$ cat config.mk
export PLATFORM = sky130hd
export DESIGN_NAME = ysyx_issue_ctrl
export DESIGN_NICKNAME = d
export VERILOG_FILES = /design/src/rtl/ysyx_issue_ctrl.sv
export SDC_FILE = /design/constraint.sdc
export NUM_CORES = 1
export LEC_CHECK = 0
export ABC_CLOCK_PERIOD_IN_PS = 14700
export CAP_MARGIN = 40
export CORE_MARGIN = 2
export CORE_UTILIZATION = 39
export CTS_CLUSTER_SIZE = 40
export DETAILED_ROUTE_END_ITERATION = 10
export PLACE_DENSITY_LB_ADDON = 0.1
export SLEW_MARGIN = 25
export SYNTH_ARGS = -nofsm -noshare
export SYNTH_HDL_FRONTEND = slang
export SYNTH_SLANG_ARGS = --single-unit
$ cat constraint.sdc
create_clock -name clock -period 14.7 [get_ports clock]
set_clock_uncertainty 0.2 [all_clocks]
set_input_delay 4.41 -clock clock [delete_from_list [all_inputs] [get_ports clock]]
set_output_delay 4.41 -clock clock [all_outputs]
set_load 0.02 [all_outputs]
$ cat src/rtl/ysyx_issue_ctrl.sv
// ysyx_issue_ctrl: in-order issue stage between IDU decode and the EXU.
// A small FIFO holds decoded instructions. A per-register scoreboard of
// pending writebacks gates issue. The head issues only when its sources and
// destination are free, the in-flight window has room, and no serializing
// instruction is outstanding. A serializing head also needs the pipeline
// drained first.
//
// Ports:
//   clock, reset       clock, asynchronous active-low reset
//   in_*               decoded instruction from IDU (valid/ready handshake)
//   out_*              head instruction to EXU (valid/ready handshake)
//   wb_*               one issued instruction retired or squashed
//   flush              redirect: drop every queued (not yet issued) entry
//   inflight           issued-but-not-written-back count
//   sb_err             sticky: writeback seen while nothing was in flight
module ysyx_issue_ctrl #(
  parameter int REG_W        = 4,
  parameter int PAYLOAD_W    = 160,
  parameter int DEPTH        = 2,
  parameter int MAX_INFLIGHT = 4
) (
  input  logic                               clock,
  input  logic                               reset,
  input  logic                               in_valid,
  output logic                               in_ready,
  input  logic [PAYLOAD_W-1:0]               in_payload,
  input  logic [REG_W-1:0]                   in_rs1,
  input  logic [REG_W-1:0]                   in_rs2,
  input  logic                               in_rs1_en,
  input  logic                               in_rs2_en,
  input  logic [REG_W-1:0]                   in_rd,
  input  logic                               in_rd_en,
  input  logic                               in_serial,
  output logic                               out_valid,
  input  logic                               out_ready,
  output logic [PAYLOAD_W-1:0]               out_payload,
  input  logic                               wb_valid,
  input  logic [REG_W-1:0]                   wb_rd,
  input  logic                               wb_rd_en,
  input  logic                               flush,
  output logic [$clog2(MAX_INFLIGHT+1)-1:0]  inflight,
  output logic                               sb_err
);
  localparam int NR_REG = 2 ** REG_W;
  localparam int PW     = $clog2(DEPTH);
  localparam int IW     = $clog2(MAX_INFLIGHT + 1);
  localparam logic [PW:0] PTR_ONE = (PW + 1)'(1);

  typedef struct packed {
    logic                 serial;
    logic                 rd_en;
    logic [REG_W-1:0]     rd;
    logic                 rs2_en;
    logic [REG_W-1:0]     rs2;
    logic                 rs1_en;
    logic [REG_W-1:0]     rs1;
    logic [PAYLOAD_W-1:0] payload;
  } entry_t;

  entry_t             mem [DEPTH];
  entry_t             head;
  logic [PW:0]        wr_ptr, rd_ptr;
  logic               empty, full, enq, issue, hazard, wb_dec;
  logic [NR_REG-1:0]  pending, pending_nxt;
  logic [IW-1:0]      inflight_nxt;
  logic               serial_busy;

  // Extra pointer bit distinguishes full from empty when indices match.
  assign empty = (wr_ptr == rd_ptr);
  assign full  = (wr_ptr[PW] != rd_ptr[PW]) && (wr_ptr[PW-1:0] == rd_ptr[PW-1:0]);
  assign head  = mem[rd_ptr[PW-1:0]];

  assign in_ready = !full;
  assign enq      = in_valid & in_ready & ~flush;

  // Hazards look only at registered state; a same-cycle writeback does not
  // unblock the head until the following cycle.
  assign hazard = (head.rs1_en & pending[head.rs1])
                | (head.rs2_en & pending[head.rs2])
                | (head.rd_en  & pending[head.rd])
                | (inflight == IW'(MAX_INFLIGHT))
                | serial_busy
                | (head.serial & (inflight != '0));

  assign out_valid   = !empty & !hazard & !flush;
  assign issue       = out_valid & out_ready;
  assign out_payload = empty ? '0 : head.payload;

  // A stray writeback with nothing in flight is flagged, not counted.
  assign wb_dec       = wb_valid & (inflight != '0);
  assign inflight_nxt = inflight + IW'(issue) - IW'(wb_dec);

  // Clear before set so an issue claiming the register being released wins.
  always_comb begin
    pending_nxt = pending;
    if (wb_valid & wb_rd_en) pending_nxt[wb_rd] = 1'b0;
    if (issue & head.rd_en)  pending_nxt[head.rd] = 1'b1;
    pending_nxt[0] = 1'b0;
  end

  always_ff @(posedge clock) begin
    if (enq) mem[wr_ptr[PW-1:0]] <= '{serial: in_serial, rd_en: in_rd_en, rd: in_rd,
                                      rs2_en: in_rs2_en, rs2: in_rs2,
                                      rs1_en: in_rs1_en, rs1: in_rs1,
                                      payload: in_payload};
  end

  always_ff @(posedge clock or negedge reset) begin
    if (!reset) begin
      wr_ptr      <= '0;
      rd_ptr      <= '0;
      pending     <= '0;
      inflight    <= '0;
      serial_busy <= 1'b0;
      sb_err      <= 1'b0;
    end else begin
      if (flush) begin
        wr_ptr <= '0;
        rd_ptr <= '0;
      end else begin
        if (enq)   wr_ptr <= wr_ptr + PTR_ONE;
        if (issue) rd_ptr <= rd_ptr + PTR_ONE;
      end
      pending     <= pending_nxt;
      inflight    <= inflight_nxt;
      // Held until the window fully drains; a serial issue always re-arms it.
      serial_busy <= (serial_busy & (inflight_nxt != '0)) | (issue & head.serial);
      if (wb_valid & (inflight == '0)) sb_err <= 1'b1;
    end
  end
endmodule
==> impl_metrics.csv, run 1 <==
group,metric,value,unit
placed_design,dpl.cell_count,1771,
routing,vias_per_cell,4.87,
logic_synthesis,yosys_warnings,0,
worst_hold_path,whs_path_depth,1,
logic_synthesis,yosys.area.top_type_share,70.6,%
worst_setup_path,worst-path-stages,5,
grt,grt_antenna_before_repair,4,
grt,grt_pass1_vias,8945,
cells_and_area,final_core_util,54.3,%
placed_design,post_dp_cell_area,19200,um^2
worst_hold_path,hold_start,"sb_err",
worst_setup_path,r2r_end,"serial_busy",
logic_synthesis,syn_inst,937,
grt,grt_max_degree,124,
floorplanning,die-height,200,um
logic_synthesis,syn_nets,1127,
sta,final.setup.tns,0,ns
logic_synthesis,synth_area,15000,um^2
floorplanning,dieArea,40000,um^2
worst_setup_path,cp-end-kind,"output pin",
sta,setup_viol,0,
routing,drtIter0Drc,465,
sta,period_needed,11.44,ns
clock_tree,cts.reportedPaths.clkPinSlew,0.06,ns
cells_and_area,layout-drive-gt1-share,6.58,%
routing,num_vias,9013,
sta,hold_violations,0,
worst_setup_path,r2r_setup_slack,9.37,ns
cells_and_area,final_cell_mix,"clkdlybuf4s50_1, edfxtp_1, mux2i_1",
clock_tree,cts_resized,0,
clock_tree,cts_made_buffers,42,
floorplanning,core-area,37800,um^2
placed_design,place_congestion,0.837,
placed_design,dp.final_hpwl,23.6,mm
clock_tree,hold_buffers,0,
worst_setup_path,startpoint,"flush",
cells_and_area,fin_cells,1850,
logic_synthesis,synth-seq-cells,376,
worst_setup_path,crit_path_top_delay_cell,"clkdlybuf4s50_1",
cells_and_area,layout.nets,1497,
worst_hold_path,hold_end,"sb_err",
worst_setup_path,cp.arrival,6.83,ns
clock_tree,numClockSinks,376,
worst_setup_path,worst-r2r-cell-count,16,
cells_and_area,area_delta_synth_final,37.0,%
sta,finalCritPeriodShare,77.9,%
routing,routed_wl,36.1,mm
clock_tree,clockRootBuffer,"clkbuf_16",
power_and_ir_drop,ir_drop,0.113,mV
worst_setup_path,cp_cell_sequence,"clkdlybuf4s50_1, a2111oi_0, o31ai_1, nor4b_4, clkdlybuf4s50_1",
grt,grt_pass1_wl,52.8,mm
worst_setup_path,worstSetupPathType,"input port to output pin",
worst_setup_path,path_common_cell,"clkdlybuf4s50_1",
logic_synthesis,synthArstFlopShare,6.38,%
run_status,status,"complete, no violations",
cells_and_area,nFillCells,3127,
cells_and_area,finalInstanceArea,20500,um^2
floorplanning,start_util,39.7,%
worst_setup_path,cp-start-kind,"input port",
sta,rsz0062_at_grt,"false",
logic_synthesis,ys_seq_area_share,74.6,%
routing,remaining_drc_errors,0,
routing,drtPass1Iterations,4,
logic_synthesis,synthDistinctLibCells,56,
clock_tree,insertion_delay,0.55,ns
placed_design,io_buffers,352,
clock_tree,htreeDepth,2,
floorplanning,rows,71,
worst_setup_path,path_buf_inv,2,
sta,worstMarginPinSlew,0.911,ns
worst_setup_path,required,10.09,ns
worst_setup_path,cp_max_fo,7,
sta,slew_headroom,39.3,%
worst_setup_path,cpLargestDelayFamily,"buffers and inverters",
logic_synthesis,ys.flop_type,"edfxtp_1",
logic_synthesis,synth_edf_count,352,
logic_synthesis,synth_top_area_cell,"edfxtp_1",
logic_synthesis,avgSynthCellArea,16.0,um^2
sta,finalMaxSlewViolations,0,
routing,ant_nets,0,
grt,gr-total-overflow,0,
power_and_ir_drop,p_leak,6.74,nW
worst_hold_path,hold_path.class,"flop to flop",
clock_tree,cts_tree,"built",
run,cap_viol_max_count,0,
clock_tree,postCtsSetupBuffers,0,
worst_setup_path,timing.rr.start,"rd_ptr[0]",
sta,fmax,87.4,MHz
worst_setup_path,slowest_delay,0.68,ns
logic_synthesis,ys_top_cells_by_area,"edfxtp_1, mux2i_1, nor2_1, dfrtp_1, o31ai_1",
clock_tree,cts_buffer_depth,3,
routing,wire_per_inst,19.5,um
floorplanning,dieWidth,200,um
power_and_ir_drop,p_per_area,147,nW/um^2
floorplanning,ios,353,
grt,grt_use_total,17.7,%
## through the flow
| step | total power, mW | setup WS, ns | hold slack (ns) |
|---|---|---|---|
| final | 3.03 | 3.26 | 0.286 |
| after global routing | 3.16 | 3.12 | 0.300 |
| after global placement | 2.07 | 3.24 | 0.277 |
| after detailed placement | 2.09 | 3.16 | 0.278 |
| after CTS | 3.07 | 3.15 | 0.294 |
| after floorplan | 1.71 | 2.58 | 0.266 |
## metal layers
metal / up-vias / GRT usage (%) / share of wire (%) / wire length (um)
met4: 6 / 6.31 / 2.4 / 875
met1: 4413 / 20.8 / 40 / 14300
met3: 55 / 6.42 / 8.0 / 2910
met2: 250 / 30.0 / 50 / 18000
met5: - / 0 / 0.11 / 41
li1: 4289 / - / - / -
## worst register-to-register path: cells and delay by family (launching register included)
kind	cells	cell delay, ns
mux	2	1.13
fa+ha+maj	3	0.88
buf+inv	3	0.86
compound gates	4	0.73
simple gates	2	0.61
flops	1	0.53
xor+xnor	2	0.28
## state kept, by name (all words and copies together) (netlist names)
| register | count |
|---|---|
| inflight | 3 |
| wr_ptr | 2 |
| sb_err | 1 |
| serial_busy | 1 |
| mem | 352 |
| rd_ptr | 2 |
| pending | 15 |
## final cells by class
cell class | instances | area (um^2) | share of cell area (%)
flip-flops and latches | 376 | 11200 | 54.5
clock inverters | 20 | 141 | 0.689
repair buffers | 369 | 3780 | 18.4
multi-input cells | 507 | 3600 | 17.5
well taps | 511 | 639 | 3.12
inverters | 11 | 41.3 | 0.201
clock buffers | 55 | 1130 | 5.51
diodes | 1 | 2.50 | 0.0122
## cell usage after synthesis (all sizes together), types with 8 or more instances
cell and n:
dfrtp 24, nor2 170, nand2b 11, nand2 18
buf 15, clkbuf 28, mux2i 172, o31ai 19
mux2 8, edfxtp 352, inv 11, o21ai 24
## power breakdown
group	switching [mW]	internal (mW)	leakage, nW	total, mW
registers	0.0292	1.25	3.55	1.27
clock network	0.407	0.559	0.616	0.967
logic	0.435	0.348	2.58	0.783
total	0.872	2.15	6.74	3.03
## logic make-up (layout without fill, tap and decap cells)
logic type / after synthesis / after routing / synth area share [%]
and+or+nand+nor: 232 / 232 / 6.77
DFF: 376 / 376 / 74.6
other: 0 / 1 / 0
AOI/OAI and AO/OA: 82 / 82 / 3.69
adders and majority gates: 3 / 3 / 0.301
xor gates and xnor gates: 6 / 6 / 0.351
buffers and inverters: 54 / 455 / 1.56
muxes: 184 / 184 / 12.7
## worst max-delay path by stage
| stage | slack [ns] | to |
|---|---|---|
| 5_1_grt | 3.12 | out_valid |
| 3_3_place_gp | 3.24 | out_valid |
| 6_report | 3.26 | out_valid |
| 2_1_floorplan | 2.58 | mem[1][0] |
| 3_5_place_dp | 3.16 | out_valid |
| 4_1_cts | 3.15 | out_valid |
Power figures use the tool's default switching activity.
==> inputs of run 2 (changes only) <==
--- a/config.mk
+++ b/config.mk
@@ -5,7 +5,7 @@
 export SDC_FILE = /design/constraint.sdc
 export NUM_CORES = 1
 export LEC_CHECK = 0
-export ABC_CLOCK_PERIOD_IN_PS = 14700
+export ABC_CLOCK_PERIOD_IN_PS = 11300
 export CAP_MARGIN = 40
 export CORE_MARGIN = 2
 export CORE_UTILIZATION = 39
==> constraint.sdc (replaced) <==
create_clock -name clock -period 11.3 [get_ports clock]
set_clock_uncertainty 0.2 [all_clocks]
set_input_delay 3.39 -clock clock [delete_from_list [all_inputs] [get_ports clock]]
set_output_delay 3.39 -clock clock [all_outputs]
set_load 0.02 [all_outputs]
==> impl_metrics.csv, run 2 (synthesis results as in run 1) <==
group,metric,value,unit
worst_setup_path,worstSetupPathType,"input port to output pin",
routing,num_vias,9054,
worst_setup_path,cp_max_fo,7,
power_and_ir_drop,power.internal,2.91,mW
floorplanning,ios,353,
clock_tree,cts_made_buffers,43,
run_status,status,"complete, no violations",
clock_tree,insertion_delay,0.54,ns
clock_tree,clockRootBuffer,"clkbuf_16",
clock_tree,cts_buffer_depth,3,
worst_setup_path,cp.arrival,5.79,ns
grt,grt_use_total,18.0,%
floorplanning,rows,71,
placed_design,io_buffers,352,
placed_design,place_congestion,0.819,
routing,vias_per_cell,4.88,
power_and_ir_drop,ir_drop,0.115,mV
grt,grt_pass1_vias,9208,
routing,drtPass1Iterations,5,
cells_and_area,area_delta_synth_final,38.1,%
worst_setup_path,path_common_cell,"clkdlybuf4s50_1",
worst_setup_path,cp_cell_sequence,"clkdlybuf4s50_1, a2111oi_0, o31ai_1, nor4b_4, clkdlybuf4s50_1",
worst_setup_path,worst-r2r-cell-count,15,
cells_and_area,layout-drive-gt1-share,7.38,%
clock_tree,cts_tree,"built",
sta,worstMarginPinSlew,0.830,ns
grt,gr-total-overflow,0,
cells_and_area,largest_reg_flops,352,
worst_hold_path,whs_path_depth,1,
grt,grt_pass1_wl,53.9,mm
clock_tree,cts_resized,0,
floorplanning,core-area,37800,um^2
power_and_ir_drop,p_sw_share,28.3,%
worst_setup_path,required,7.71,ns
worst_setup_path,slowest_delay,0.67,ns
sta,fmax,107,MHz
worst_setup_path,r2r_setup_slack,6.42,ns
floorplanning,dieWidth,200,um
routing,wire_per_inst,19.6,um
power_and_ir_drop,p_leak,6.82,nW
worst_setup_path,cp-end-kind,"output pin",
sta,hold_violations,0,
worst_setup_path,timing.rr.start,"rd_ptr[0]",
cells_and_area,multiInputGateArea,3600,um^2
routing,ant_nets,0,
cells_and_area,final_common_cell,"edfxtp_1",
sta,final.setup.tns,0,ns
power_and_ir_drop,clkPwrFrac,33.9,%
clock_tree,postCtsSetupBuffers,0,
routing,drtIter0Drc,487,
worst_setup_path,r2r_end,"serial_busy",
sta,rsz0062_at_grt,"false",
worst_setup_path,crit_path_top_delay_cell,"clkdlybuf4s50_1",
run,cap_viol_max_count,0,
cells_and_area,fin_cells,1857,
clock_tree,hold_buffers,0,
cells_and_area,nFillCells,3141,
routing,routed_wl,36.5,mm
worst_hold_path,hold_path.class,"flop to flop",
floorplanning,start_util,39.7,%
sta,finalMaxSlewViolations,0,
grt,grt_antenna_before_repair,5,
worst_hold_path,hold_start,"sb_err",
floorplanning,dieArea,40000,um^2
grt,grt_max_degree,89,
power_and_ir_drop,seqPwrFrac,41.0,%
worst_hold_path,hold_end,"sb_err",
sta,finalCritPeriodShare,83.0,%
power_and_ir_drop,p_per_area,196,nW/um^2
clock_tree,htreeDepth,2,
sta,setup_viol,0,
placed_design,dp.final_hpwl,24.0,mm
cells_and_area,final_cell_mix,"edfxtp_1, clkdlybuf4s50_1, mux2i_1",
cells_and_area,layout.nets,1499,
power_and_ir_drop,comb_power_share,25.1,%
worst_setup_path,cp-start-kind,"input port",
clock_tree,numClockSinks,376,
clock_tree,cts.reportedPaths.clkPinSlew,0.06,ns
sta,period_needed,9.38,ns
sta,slew_headroom,44.7,%
floorplanning,die-height,200,um
cells_and_area,regArea,11200,um^2
placed_design,dpl.cell_count,1774,
routing,remaining_drc_errors,0,
power_and_ir_drop,p_sw,1.15,mW
==> run 2: worst max-delay path, delay by kind of cell <==
kind	cells	cell delay, ns
AOI/OAI and AO/OA	2	0.75
buffers and inverters	2	1.26
and+or+nand+nor	1	0.39
==> run 2: stage by stage <==
stage                     setup slack, ns  area (um^2)  hold WS, ns  utilization [%]  total power, mW
after detailed placement             1.93        19200        0.283             50.9             2.71
after floorplan                     0.204        15000        0.266                -             2.23
after global placement               1.99        19100        0.294             50.5             2.70
after global routing                 1.77        20700        0.307             54.7             4.23
final                                1.92        20700        0.298             54.8             4.06
after CTS                            1.92        20600        0.297             54.7             4.10
==> run 2: routing by layer <==
metal  track usage, %  part of all wire (%)  up-vias
li1                 -                     -     4297
met3             6.89                   8.4       57
met4             6.31                   2.4        2
met5                0                 0.036        -
met2             30.3                    50      258
met1             21.2                    39     4440
==> run 2: cell type report <==
cell class / instances / area share (%)
Clock inverter: 21 / 1.29
Multi-Input combinational cell: 507 / 17.4
Clock buffer: 56 / 5.54
Antenna cell: 5 / 0.0605
Sequential cell: 376 / 54.0
Tap cell: 511 / 3.09
Inverter: 11 / 0.200
Timing Repair Buffer: 370 / 18.4
==> run 2: power by group through the flow <==
| stage | Sequential (mW) | Clock [mW] | Combinational, mW |
|---|---|---|---|
| 2_1_floorplan | 1.70 | 0 | 0.528 |
| 3_3_place_gp | 1.70 | 0 | 1.00 |
| 3_5_place_dp | 1.69 | 0 | 1.02 |
| 4_1_cts | 1.66 | 1.41 | 1.03 |
| 5_1_grt | 1.67 | 1.47 | 1.09 |
| 6_report | 1.66 | 1.38 | 1.02 |
==> run 2: worst max path at each step <==
stage                  start        end  slack (ns)  depth (start not counted)
floorplan           in_valid  mem[1][0]        0.20                          2
global placement       flush  out_valid        1.99                          5
detailed placement     flush  out_valid        1.93                          5
CTS                    flush  out_valid        1.92                          5
global route           flush  out_valid        1.77                          5
finish                 flush  out_valid        1.92                          5
==> inputs of run 3 (changes only) <==
--- a/config.mk
+++ b/config.mk
@@ -5,7 +5,7 @@
 export SDC_FILE = /design/constraint.sdc
 export NUM_CORES = 1
 export LEC_CHECK = 0
-export ABC_CLOCK_PERIOD_IN_PS = 11300
+export ABC_CLOCK_PERIOD_IN_PS = 8300
 export CAP_MARGIN = 40
 export CORE_MARGIN = 2
 export CORE_UTILIZATION = 39
==> constraint.sdc (replaced) <==
create_clock -name clock -period 8.3 [get_ports clock]
set_clock_uncertainty 0.2 [all_clocks]
set_input_delay 2.49 -clock clock [delete_from_list [all_inputs] [get_ports clock]]
set_output_delay 2.49 -clock clock [all_outputs]
set_load 0.02 [all_outputs]
==> impl_metrics.csv, run 3 (synthesis results as in run 1) <==
group,metric,value,unit
run_status,status,"complete, no violations",
worst_hold_path,whs_path_depth,1,
cells_and_area,final_cell_mix,"edfxtp_1, clkdlybuf4s50_1, mux2i_1",
grt,grt_use_total,17.2,%
clock_tree,numClockSinks,376,
routing,dr.max_layer_used,"met5",
worst_setup_path,cp_max_fo,7,
worst_setup_path,cp-end-kind,"output pin",
worst_hold_path,hold_start,"sb_err",
cells_and_area,layout-drive-gt1-share,6.44,%
clock_tree,cts_made_buffers,43,
worst_setup_path,cp_cell_sequence,"clkdlybuf4s50_1, a2111oi_0, o31ai_1, nor4b_4, clkdlybuf4s50_1",
power_and_ir_drop,power.internal,3.83,mW
cells_and_area,largest_reg_flops,352,
clock_tree,postCtsSetupBuffers,0,
sta,whs,0.273,ns
floorplanning,ios,353,
floorplanning,dieWidth,200,um
routing,dr_wl_met2,17.5,mm
floorplanning,die-height,200,um
worst_hold_path,hold_end,"sb_err",
power_and_ir_drop,p_sw,1.54,mW
routing,ant_nets,0,
grt,grt_max_degree,161,
worst_setup_path,r2r_end,"serial_busy",
worst_setup_path,path_buf_inv,2,
worst_setup_path,cpLargestDelayFamily,"buffers and inverters",
sta,worstMarginPinSlew,1.03,ns
worst_hold_path,hold_path.class,"flop to flop",
grt,grt_pass1_wl,51.6,mm
worst_setup_path,crit_path_top_delay_cell,"clkdlybuf4s50_1",
cells_and_area,layout.nets,1491,
run,cap_viol_max_count,0,
sta,period_needed,7.77,ns
worst_setup_path,slowest_delay,0.67,ns
cells_and_area,final_common_cell,"edfxtp_1",
routing,wl_met3,2.78,mm
routing,wire_per_inst,19.1,um
power_and_ir_drop,p_sw_share,28.6,%
power_and_ir_drop,seqPwrFrac,42.1,%
grt,grt_pass1_vias,9029,
routing,routed_wl,35.4,mm
clock_tree,cts_tree,"built",
floorplanning,core-area,37800,um^2
clock_tree,cts.reportedPaths.clkPinSlew,0.05,ns
routing,num_vias,9018,
cells_and_area,nFillCells,3124,
cells_and_area,area_delta_synth_final,36.4,%
cells_and_area,finalInstanceArea,20400,um^2
placed_design,dpl.cell_count,1766,
placed_design,dp.final_hpwl,22.5,mm
floorplanning,dieArea,40000,um^2
sta,finalMaxSlewViolations,0,
grt,grt_antenna_before_repair,6,
routing,remaining_drc_errors,0,
power_and_ir_drop,ir_drop,0.179,mV
worst_setup_path,worstSetupPathType,"input port to output pin",
routing,drtPass1Iterations,5,
sta,finalCritPeriodShare,93.6,%
sta,fmax,129,MHz
worst_setup_path,path_common_cell,"clkdlybuf4s50_1",
placed_design,io_buffers,352,
clock_tree,htreeDepth,2,
power_and_ir_drop,p_leak,6.71,nW
worst_setup_path,required,5.61,ns
clock_tree,clockRootBuffer,"clkbuf_16",
sta,setup_viol,0,
cells_and_area,fin_cells,1850,
clock_tree,cts_buffer_depth,3,
power_and_ir_drop,clkPwrFrac,32.5,%
worst_setup_path,cp.arrival,5.08,ns
placed_design,place_congestion,0.825,
placed_design,post_dp_cell_area,19100,um^2
routing,drtIter0Drc,455,
worst_setup_path,r2r_setup_slack,3.66,ns
grt,gr-total-overflow,0,
sta,rsz0062_at_grt,"false",
clock_tree,hold_buffers,0,
floorplanning,start_util,39.7,%
routing,vias_per_cell,4.87,
floorplanning,rows,71,
routing,wl_met1,14.2,mm
clock_tree,cts_resized,0,
worst_setup_path,timing.rr.start,"rd_ptr[0]",
power_and_ir_drop,p_per_area,263,nW/um^2
power_and_ir_drop,comb_power_share,25.4,%
worst_setup_path,cp-start-kind,"input port",
worst_setup_path,worst-r2r-cell-count,16,
sta,hold_violations,0,
sta,slew_headroom,31.6,%
clock_tree,insertion_delay,0.53,ns
run 3: power groups by stage:
stage               clock (mW)  sequential [mW]  combinational (mW)
floorplan                    0             2.31               0.719
global placement             0             2.31                1.36
detailed placement           0             2.31                1.36
CTS                       1.79             2.27                1.37
global route              1.86             2.27                1.46
finish                    1.74             2.26                1.36
run 3: area by class of cell:
type                    instances  area, um^2  area share [%]
multi-input cells             507        3600            17.6
inverters                      11        41.3           0.202
clock inverters                23         150           0.735
flip-flops and latches        376       11200            54.7
diodes                          3        7.51          0.0368
repair buffers                362        3650            17.9
well taps                     511         639            3.13
clock buffers                  57        1160            5.68
run 3: layer usage:
layer / vias to the layer above / track usage, %
li1: 4278 / -
met1: 4427 / 20.9
met2: 246 / 28.5
met3: 61 / 6.17
met4: 6 / 5.65
met5: - / 0
run 3: through the flow:
step	setup TNS, ns	utilization [%]	power, mW	setup slack [ns]
after floorplan	-665.95	-	3.03	-1.90
after global routing	0	54.1	5.60	0.395
final	0	54.1	5.36	0.531
after detailed placement	0	50.5	3.68	0.455
after CTS	0	54.0	5.44	0.453
after global placement	0	50.5	3.67	0.645
run 3: worst max path at each step:
stage	from	slack (ns)	end	depth (start not counted)
2_1_floorplan	in_valid	-1.90	mem[1][0]	2
3_3_place_gp	flush	0.65	out_valid	5
3_5_place_dp	flush	0.45	out_valid	5
4_1_cts	flush	0.45	out_valid	5
5_1_grt	flush	0.39	out_valid	5
6_report	flush	0.53	out_valid	5
run 3: worst register-to-register path: stages (launching register included):
cell	delay [ns]
dfrtp_4	0.49
buf_16	0.30
buf_4	0.54
mux2_1	0.40
nand2_1	0.08
o21bai_1	0.06
o221ai_1	0.34
nor4b_4	0.37
nand2_4	0.22
ha_1	0.34
inv_1	0.04
ha_1	0.18
fa_1	0.38
xnor2_1	0.19
xnor2_1	0.12
o31ai_1	0.20
o21ai_1	0.09
